`src/rtl/muldiv_pkg.sv`:
```
// Shared definitions for the iterative RV32M multiply/divide unit.
// Holds the funct3 operation encodings, the control FSM state encoding
// and the fixed iteration count that sets the unit's latency.
package muldiv_pkg;

  typedef enum logic [2:0] {
    OP_MUL    = 3'b000,
    OP_MULH   = 3'b001,
    OP_MULHSU = 3'b010,
    OP_MULHU  = 3'b011,
    OP_DIV    = 3'b100,
    OP_DIVU   = 3'b101,
    OP_REM    = 3'b110,
    OP_REMU   = 3'b111
  } op_e;

  typedef enum logic [1:0] {
    S_IDLE = 2'd0,
    S_CALC = 2'd1,
    S_DONE = 2'd2
  } state_e;

  localparam int ITER_COUNT = 32;

endpackage

```
`src/rtl/muldiv_if.sv`:
```
// Handshake bundle between the execute-stage control and the mul/div unit.
//   start, op, operand_a, operand_b, flush : requester -> unit
//   busy, done, result                     : unit -> requester
// master = requester side (control unit / bench), slave = muldiv_unit.
interface muldiv_if #(
  parameter int XLEN = 32
);
  logic            start;
  logic [2:0]      op;
  logic [XLEN-1:0] operand_a;
  logic [XLEN-1:0] operand_b;
  logic            flush;
  logic            busy;
  logic            done;
  logic [XLEN-1:0] result;

  modport master (
    output start, op, operand_a, operand_b, flush,
    input  busy, done, result
  );

  modport slave (
    input  start, op, operand_a, operand_b, flush,
    output busy, done, result
  );
endinterface

```
`src/rtl/muldiv_iter_core.sv`:
```
// Unsigned iterative datapath for the mul/div unit.
//   clk      : rising-edge clock
//   load     : capture operand magnitudes and clear the accumulator
//   step     : advance one multiply or divide iteration
//   is_div   : operation class captured on load (1 = divide)
//   a_mag    : multiplicand / dividend magnitude
//   b_mag    : multiplier / divisor magnitude
//   acc_next : value the accumulator takes on the next step; after the
//              final step it is {hi, lo} = product, or {remainder, quotient}
// Multiply: shift-add, multiplier starts in the low half and is consumed
// LSB first while the product grows in from the top.
// Divide: restoring division, dividend shifts out of the low half into a
// 33-bit partial remainder while quotient bits shift in at the bottom.
module muldiv_iter_core (
  input  logic        clk,
  input  logic        load,
  input  logic        step,
  input  logic        is_div,
  input  logic [31:0] a_mag,
  input  logic [31:0] b_mag,
  output logic [63:0] acc_next
);

  logic [63:0] acc_p0;
  logic [31:0] opnd_p0;
  logic        is_div_p0;

  logic [32:0] mul_sum;
  logic [32:0] rem_sh;
  logic [32:0] rem_diff;
  logic        rem_ge;

  always_comb begin
    mul_sum  = {1'b0, acc_p0[63:32]} + (acc_p0[0] ? {1'b0, opnd_p0} : 33'd0);
    rem_sh   = acc_p0[63:31];
    rem_diff = rem_sh - {1'b0, opnd_p0};
    rem_ge   = (rem_sh >= {1'b0, opnd_p0});
    if (is_div_p0) begin
      acc_next = {(rem_ge ? rem_diff[31:0] : rem_sh[31:0]), acc_p0[30:0], rem_ge};
    end else begin
      acc_next = {mul_sum, acc_p0[31:1]};
    end
  end

  // ---- stage p0: iteration register ----
  always_ff @(posedge clk) begin
    if (load) begin
      acc_p0    <= {32'd0, (is_div ? a_mag : b_mag)};
      opnd_p0   <= is_div ? b_mag : a_mag;
      is_div_p0 <= is_div;
    end else if (step) begin
      acc_p0    <= acc_next;
    end
  end

endmodule

```
`src/rtl/muldiv_unit.sv`:
```
// Iterative RV32M multiply/divide unit beside the execute-stage ALU.
//   clk   : rising-edge clock
//   rst_n : asynchronous active-low reset
//   bus   : muldiv_if slave - start/op/operand_a/operand_b/flush in,
//           busy/done/result out
// A request is accepted from IDLE or from the DONE cycle (back-to-back).
// Operands are latched as unsigned magnitudes plus a result-negate flag;
// the core runs 32 iterations regardless of data, and the final
// sign-corrected value is registered on the last iteration so that done
// and result appear together one cycle later.
module muldiv_unit
  import muldiv_pkg::*;
#(
  parameter int XLEN = 32
) (
  input  logic      clk,
  input  logic      rst_n,
  muldiv_if.slave   bus
);

  state_e          state_q;
  logic [5:0]      cnt_q;
  logic            busy_q;
  logic            done_q;
  logic [XLEN-1:0] result_q;

  op_e             op_q;
  logic            neg_q;
  logic            div_zero_q;
  logic            ovf_q;
  logic [XLEN-1:0] a_raw_q;

  op_e             op_in;
  logic            accept;
  logic            step;
  logic            last_iter;
  logic            a_sgn;
  logic            b_sgn;
  logic            a_neg;
  logic            b_neg;
  logic            neg_in;
  logic            div_zero_in;
  logic            ovf_in;
  logic [XLEN-1:0] a_mag;
  logic [XLEN-1:0] b_mag;
  logic [63:0]     acc_next;

  // Sign-correct the unsigned core result and apply the divide special
  // cases, which replace the core value without changing latency.
  function automatic logic [31:0] fix_sign(input op_e op, input logic neg,
                                           input logic dz, input logic ovf,
                                           input logic [31:0] a_raw,
                                           input logic [63:0] acc);
    logic [63:0] prod;
    logic [31:0] quo;
    logic [31:0] rem;
    prod = neg ? -acc : acc;
    quo  = neg ? -acc[31:0] : acc[31:0];
    rem  = neg ? -acc[63:32] : acc[63:32];
    case (op)
      OP_MUL:                     fix_sign = prod[31:0];
      OP_MULH, OP_MULHSU, OP_MULHU: fix_sign = prod[63:32];
      OP_DIV, OP_DIVU:            fix_sign = dz ? 32'hFFFF_FFFF : (ovf ? 32'h8000_0000 : quo);
      default:                    fix_sign = dz ? a_raw : (ovf ? 32'h0000_0000 : rem);
    endcase
  endfunction

  always_comb begin
    op_in       = op_e'(bus.op);
    accept      = bus.start && !bus.flush && (state_q != S_CALC);
    step        = (state_q == S_CALC) && !bus.flush;
    last_iter   = (cnt_q == 6'(ITER_COUNT - 1));
    a_sgn       = (op_in == OP_MULH) || (op_in == OP_MULHSU) ||
                  (op_in == OP_DIV)  || (op_in == OP_REM);
    b_sgn       = (op_in == OP_MULH) || (op_in == OP_DIV) || (op_in == OP_REM);
    a_neg       = a_sgn && bus.operand_a[XLEN-1];
    b_neg       = b_sgn && bus.operand_b[XLEN-1];
    a_mag       = a_neg ? -bus.operand_a : bus.operand_a;
    b_mag       = b_neg ? -bus.operand_b : bus.operand_b;
    // Remainder follows the dividend; everything else follows the XOR.
    neg_in      = (op_in == OP_REM) ? a_neg : (a_neg ^ b_neg);
    div_zero_in = (bus.operand_b == '0);
    ovf_in      = ((op_in == OP_DIV) || (op_in == OP_REM)) &&
                  (bus.operand_a == 32'h8000_0000) && (bus.operand_b == 32'hFFFF_FFFF);
  end

  muldiv_iter_core u_core (
    .clk      (clk),
    .load     (accept),
    .step     (step),
    .is_div   (op_in[2]),
    .a_mag    (a_mag),
    .b_mag    (b_mag),
    .acc_next (acc_next)
  );

  // ---- stage p0: latched request attributes ----
  always_ff @(posedge clk) begin
    if (accept) begin
      op_q       <= op_in;
      neg_q      <= neg_in;
      div_zero_q <= div_zero_in;
      ovf_q      <= ovf_in;
      a_raw_q    <= bus.operand_a;
    end
  end

  // ---- control FSM with registered busy/done/result ----
  always_ff @(posedge clk or negedge rst_n) begin
    if (!rst_n) begin
      state_q  <= S_IDLE;
      cnt_q    <= '0;
      busy_q   <= 1'b0;
      done_q   <= 1'b0;
      result_q <= '0;
    end else begin
      done_q <= 1'b0;
      case (state_q)
        S_CALC: begin
          if (bus.flush) begin
            state_q <= S_IDLE;
            busy_q  <= 1'b0;
          end else begin
            cnt_q <= cnt_q + 6'd1;
            if (last_iter) begin
              state_q  <= S_DONE;
              busy_q   <= 1'b0;
              done_q   <= 1'b1;
              result_q <= fix_sign(op_q, neg_q, div_zero_q, ovf_q, a_raw_q, acc_next);
            end
          end
        end
        default: state_q <= S_IDLE;
      endcase
      // Only reachable from IDLE or DONE; overrides the fall-back to IDLE.
      if (accept) begin
        state_q <= S_CALC;
        cnt_q   <= '0;
        busy_q  <= 1'b1;
      end
    end
  end

  assign bus.busy   = busy_q;
  assign bus.done   = done_q;
  assign bus.result = result_q;

endmodule

```
`src/flat_wrapper.sv`:
```
// flat-port wrapper written by rule: the top's interface ports become plain ports
module muldiv_unit_flat import muldiv_pkg::*;
#(
  parameter int XLEN = 32
)
  (clk, rst_n, bus_start, bus_op, bus_operand_a, bus_operand_b, bus_flush, bus_busy, bus_done, bus_result);
  muldiv_if #(.XLEN(XLEN)) bus_i ();
  input  logic clk;
  input  logic rst_n;
  input wire logic [$bits(bus_i.start)-1:0] bus_start;
  input wire logic [$bits(bus_i.op)-1:0] bus_op;
  input wire logic [$bits(bus_i.operand_a)-1:0] bus_operand_a;
  input wire logic [$bits(bus_i.operand_b)-1:0] bus_operand_b;
  input wire logic [$bits(bus_i.flush)-1:0] bus_flush;
  output wire logic [$bits(bus_i.busy)-1:0] bus_busy;
  output wire logic [$bits(bus_i.done)-1:0] bus_done;
  output wire logic [$bits(bus_i.result)-1:0] bus_result;
  assign bus_i.start = bus_start;
  assign bus_i.op = bus_op;
  assign bus_i.operand_a = bus_operand_a;
  assign bus_i.operand_b = bus_operand_b;
  assign bus_i.flush = bus_flush;
  assign bus_busy = bus_i.busy;
  assign bus_done = bus_i.done;
  assign bus_result = bus_i.result;
  muldiv_unit #(.XLEN(XLEN)) u_core (.clk(clk), .rst_n(rst_n), .bus(bus_i));
endmodule
```
`config.mk`:
```
export PLATFORM = sky130hd
export DESIGN_NAME = muldiv_unit_flat
export DESIGN_NICKNAME = d
export VERILOG_FILES = /design/src/rtl/muldiv_pkg.sv /design/src/rtl/muldiv_if.sv /design/src/rtl/muldiv_iter_core.sv /design/src/rtl/muldiv_unit.sv /design/src/flat_wrapper.sv
export SDC_FILE = /design/constraint.sdc
export NUM_CORES = 1
export LEC_CHECK = 0
export CAP_MARGIN = 25
export CORE_UTILIZATION = 40
export CTS_BUF_LIST = sky130_fd_sc_hd__clkbuf_2
export DETAILED_ROUTE_END_ITERATION = 7
export PLACE_DENSITY = 0.57
export SKIP_CTS_REPAIR_TIMING = 1
export SLEW_MARGIN = 20
export SYNTH_ARGS = -nofsm -noshare
export SYNTH_HDL_FRONTEND = slang
export SYNTH_SLANG_ARGS = --single-unit
```
`constraint.sdc`:
```
create_clock -name clk -period 7.1 [get_ports clk]
set_input_delay 1.42 -clock clk [delete_from_list [all_inputs] [get_ports clk]]
set_output_delay 1.42 -clock clk [all_outputs]
set_load 0.005 [all_outputs]
```
==> metrics.cfg <==
[status]
status = completed

[logic_synthesis]
async_reset_ff_frac = 0.2386
ys_ff_latch = 176
syn_area_per_cell_um2 = 8.239
syn-num-nets = 2151
synth.yosys.seq_area_share = 0.2874
postSynthCellCount = 2008
yosysWarningCount = 0
ys.flop_type = edfxtp_1
syn_area_um2 = 16540
synth-edff-count = 102
synth_cell_types = 97

[run]
maxCapViolCount = 0

[worst_setup_path]
cp_max_fo = 17
start_kind = register
cp.arrival_ns = 6.87
critPathMostFrequentCell = nand2_1
crit_slowest_cell = a211oi_1
cp_cell_sequence = inv_1, ha_1, a21o_1, a211oi_1, o211ai_1, nor2_2, buf_4, nand2_1, o21ai_0, ha_1, nand2_1, or4_1, or2_2, o21ai_1, and3_1, nand2_1, o31ai_1, xnor2_1, a221oi_1, o31ai_1
worst-setup-path-type = register to register
cp-end-kind = register
critical_path_required_ns = 8.16
rr_worst_depth = 20
slowest_delay_ns = 0.66

[timing]
finClkSkew_ns = 0.06818
max_freq_mhz = 172.3
tns_ns = 0
fin_crit_ns = 5.804
report.final.slew_viol_count = 0
finalCritPeriodShare = 0.8175
setup_viol_count_final = 0
worst_pin_slew_ns = 1.096
hold_violations = 0
slew_headroom = 0.2644
rsz0062_at_grt = no
setup_ws_ns = 1.296

[clock_tree]
cts_tree = yes
clk_pin_slew_ns = 0.33
cts_num_sinks = 176
clock_tree.root_cell = clkbuf_2
h-tree-depth = 4
cts_max_path_buffers = 2
clk_latency_ns = 1.14
cts_buffers = 17

[routing]
drt_wl_total_mm = 71.19
detail-route-antenna-nets = 0
num_vias = 16705
dr.pass1.iters = 6
drc = 0
drt-vias-per-instance = 6.410
wl_per_cell_um = 27.32
drtIter0Drc = 1843

[place]
port_buffers = 104
pre_cts_slack_ns = 1.389
place_congestion = 0.9873
hpwl_mm = 56.05

[floorplan]
die_area_um2 = 42180
core-area_um2 = 40830
io-pin-count = 105
fp.dieW_um = 205.4
dieHeight_um = 205.4
rows = 74
initial_utilization = 0.4052

[layout]
area_growth_pct = 10.69
nets = 2198
layout-drive-gt1-share = 0.06818
layout_common_cells = nand2_1 (217), a21oi_1 (163), nor2_1 (143)
mostFrequentLayoutCell = nand2_1

[pwr]
worst_ir_drop_vdd_mv = 0.1262
p_leak_nw = 6.960
combPwrFrac = 0.537
pwr-share-seq = 0.325
power_density_nw_per_um2 = 217.5
p_clk_frac = 0.138
p_int_mw = 2.024
p_sw_frac = 0.4919
switchingPower_mw = 1.959

[global_routing]
grt_max_degree = 124
grt_first_pass_wirelength_mm = 103.6
overflow = 0
grt_use_total = 0.3401
antenna_found_initial = 4
grt_pass1_vias = 15586

[min_path]
holdCritPathClass = input pin to async pin

[per-layer routing]
metal	routed length [um]	up-vias	GRT usage
li1	-	7629	-
met1	29710	8161	0.4357
met2	32390	751	0.5364
met3	5325	164	0.07016
met4	3759	0	0.1804
met5	0	-	0
[kinds of logic after synthesis]
kind of cell               Yosys count  synth area share
buffers and inverters              185           0.04469
DFF                                176            0.2874
muxes                              101           0.06254
adders and majority gates           72           0.05536
xor gates and xnor gates           177           0.09370
AOI/OAI and AO/OA                  636            0.2608
and+or+nand+nor                    661            0.1955
[layout make-up]
class / count / area [um2]
antenna: 6 / 15.01
clock buffer: 19 / 95.09
clock inverter: 13 / 106.4
fill: 4156 / 22520
inverter: 69 / 259.0
multi-input combinational: 1647 / 11070
sequential: 176 / 4755
tap: 532 / 665.6
timing repair buffer: 144 / 1344
[power groups by stage]
stage | Clock (mW) | Combinational (mW) | Sequential (mW)
after global placement | 0 | 2.08 | 1.31
after floorplan | 0 | 1.36 | 1.26
after global routing | 0.587 | 2.28 | 1.31
after detailed placement | 0 | 2.08 | 1.31
final | 0.549 | 2.14 | 1.29
after CTS | 0.563 | 2.10 | 1.29
[critical path, delay by kind of cell (launching register included)]
family                     cells  cell delay (ns)
adders and majority gates      2             0.54
AOI/OAI and AO/OA              8             2.29
buffers and inverters          2             0.39
and+or+nand+nor                7             1.98
DFF                            1             0.45
xor gates and xnor gates       1             0.10
[path summary, 6_finish.rpt]
path | start | endpoint | slack, ns
min in group clk | u_core.cnt_q[3] | u_core.cnt_q[3] | 0.51
max in group asynchronous | rst_n | u_core.cnt_q[5] | 6.25
hold reg to reg | u_core.cnt_q[3] | u_core.cnt_q[3] | 0.51
hold / removal | rst_n | u_core.bus.result[12] | 0.35
setup reg to reg | u_core.u_core.opnd_p0[30] | u_core.bus.result[22] | 1.30
setup / recovery | u_core.u_core.opnd_p0[30] | u_core.bus.result[22] | 1.30
[sequential cells by signal, summed over array words and instances, names as in the netlist, 2 cells and up]
name	count
u_core.op_q	2
u_core.state_q	2
u_core.u_core.opnd_p0	32
u_core.u_core.acc_p0	64
u_core.cnt_q	6
u_core.a_raw_q	32
u_core.bus.result	32
[Yosys cell counts (all sizes together) (21+ instances only)]
cell	number	area (um2)
nand4	32	200.2
o31ai	55	417.9
nor4	24	156.4
buf	35	176.4
xnor2	95	832.1
a21oi	165	840.8
mux2i	82	820.8
ha	70	875.8
clkbuf	81	304.0
o21ai	126	630.6
nand3	33	170.2
o211ai	21	157.7
dfrtp	42	1051
a21o	27	202.7
and2	40	250.2
nor2	148	558.0
nand2	218	818.3
nor3	54	275.3
a31oi	22	152.7
dfxtp	32	640.6
edfxtp	102	3063
a221oi	51	452.9
xor2	82	718.2
a211oi	21	157.7
a22o	23	201.4
inv	68	255.2
[metrics by stage]
stage          cell area (um2)  utilization  hold WS, ns  power [mW]  instances
4_1_cts                  18300       0.4481       0.2745       3.950       2600
3_5_place_dp             18100       0.4432       0.4709       3.397       2568
5_1_grt                  18300       0.4482       0.3657       4.171       2602
3_3_place_gp             18090       0.4431       0.4696       3.393       2568
6_report                 18310       0.4485       0.3533       3.984       2606
2_1_floorplan            16540            -       0.4615       2.619       2008
(Power assumes the default switching activity.)
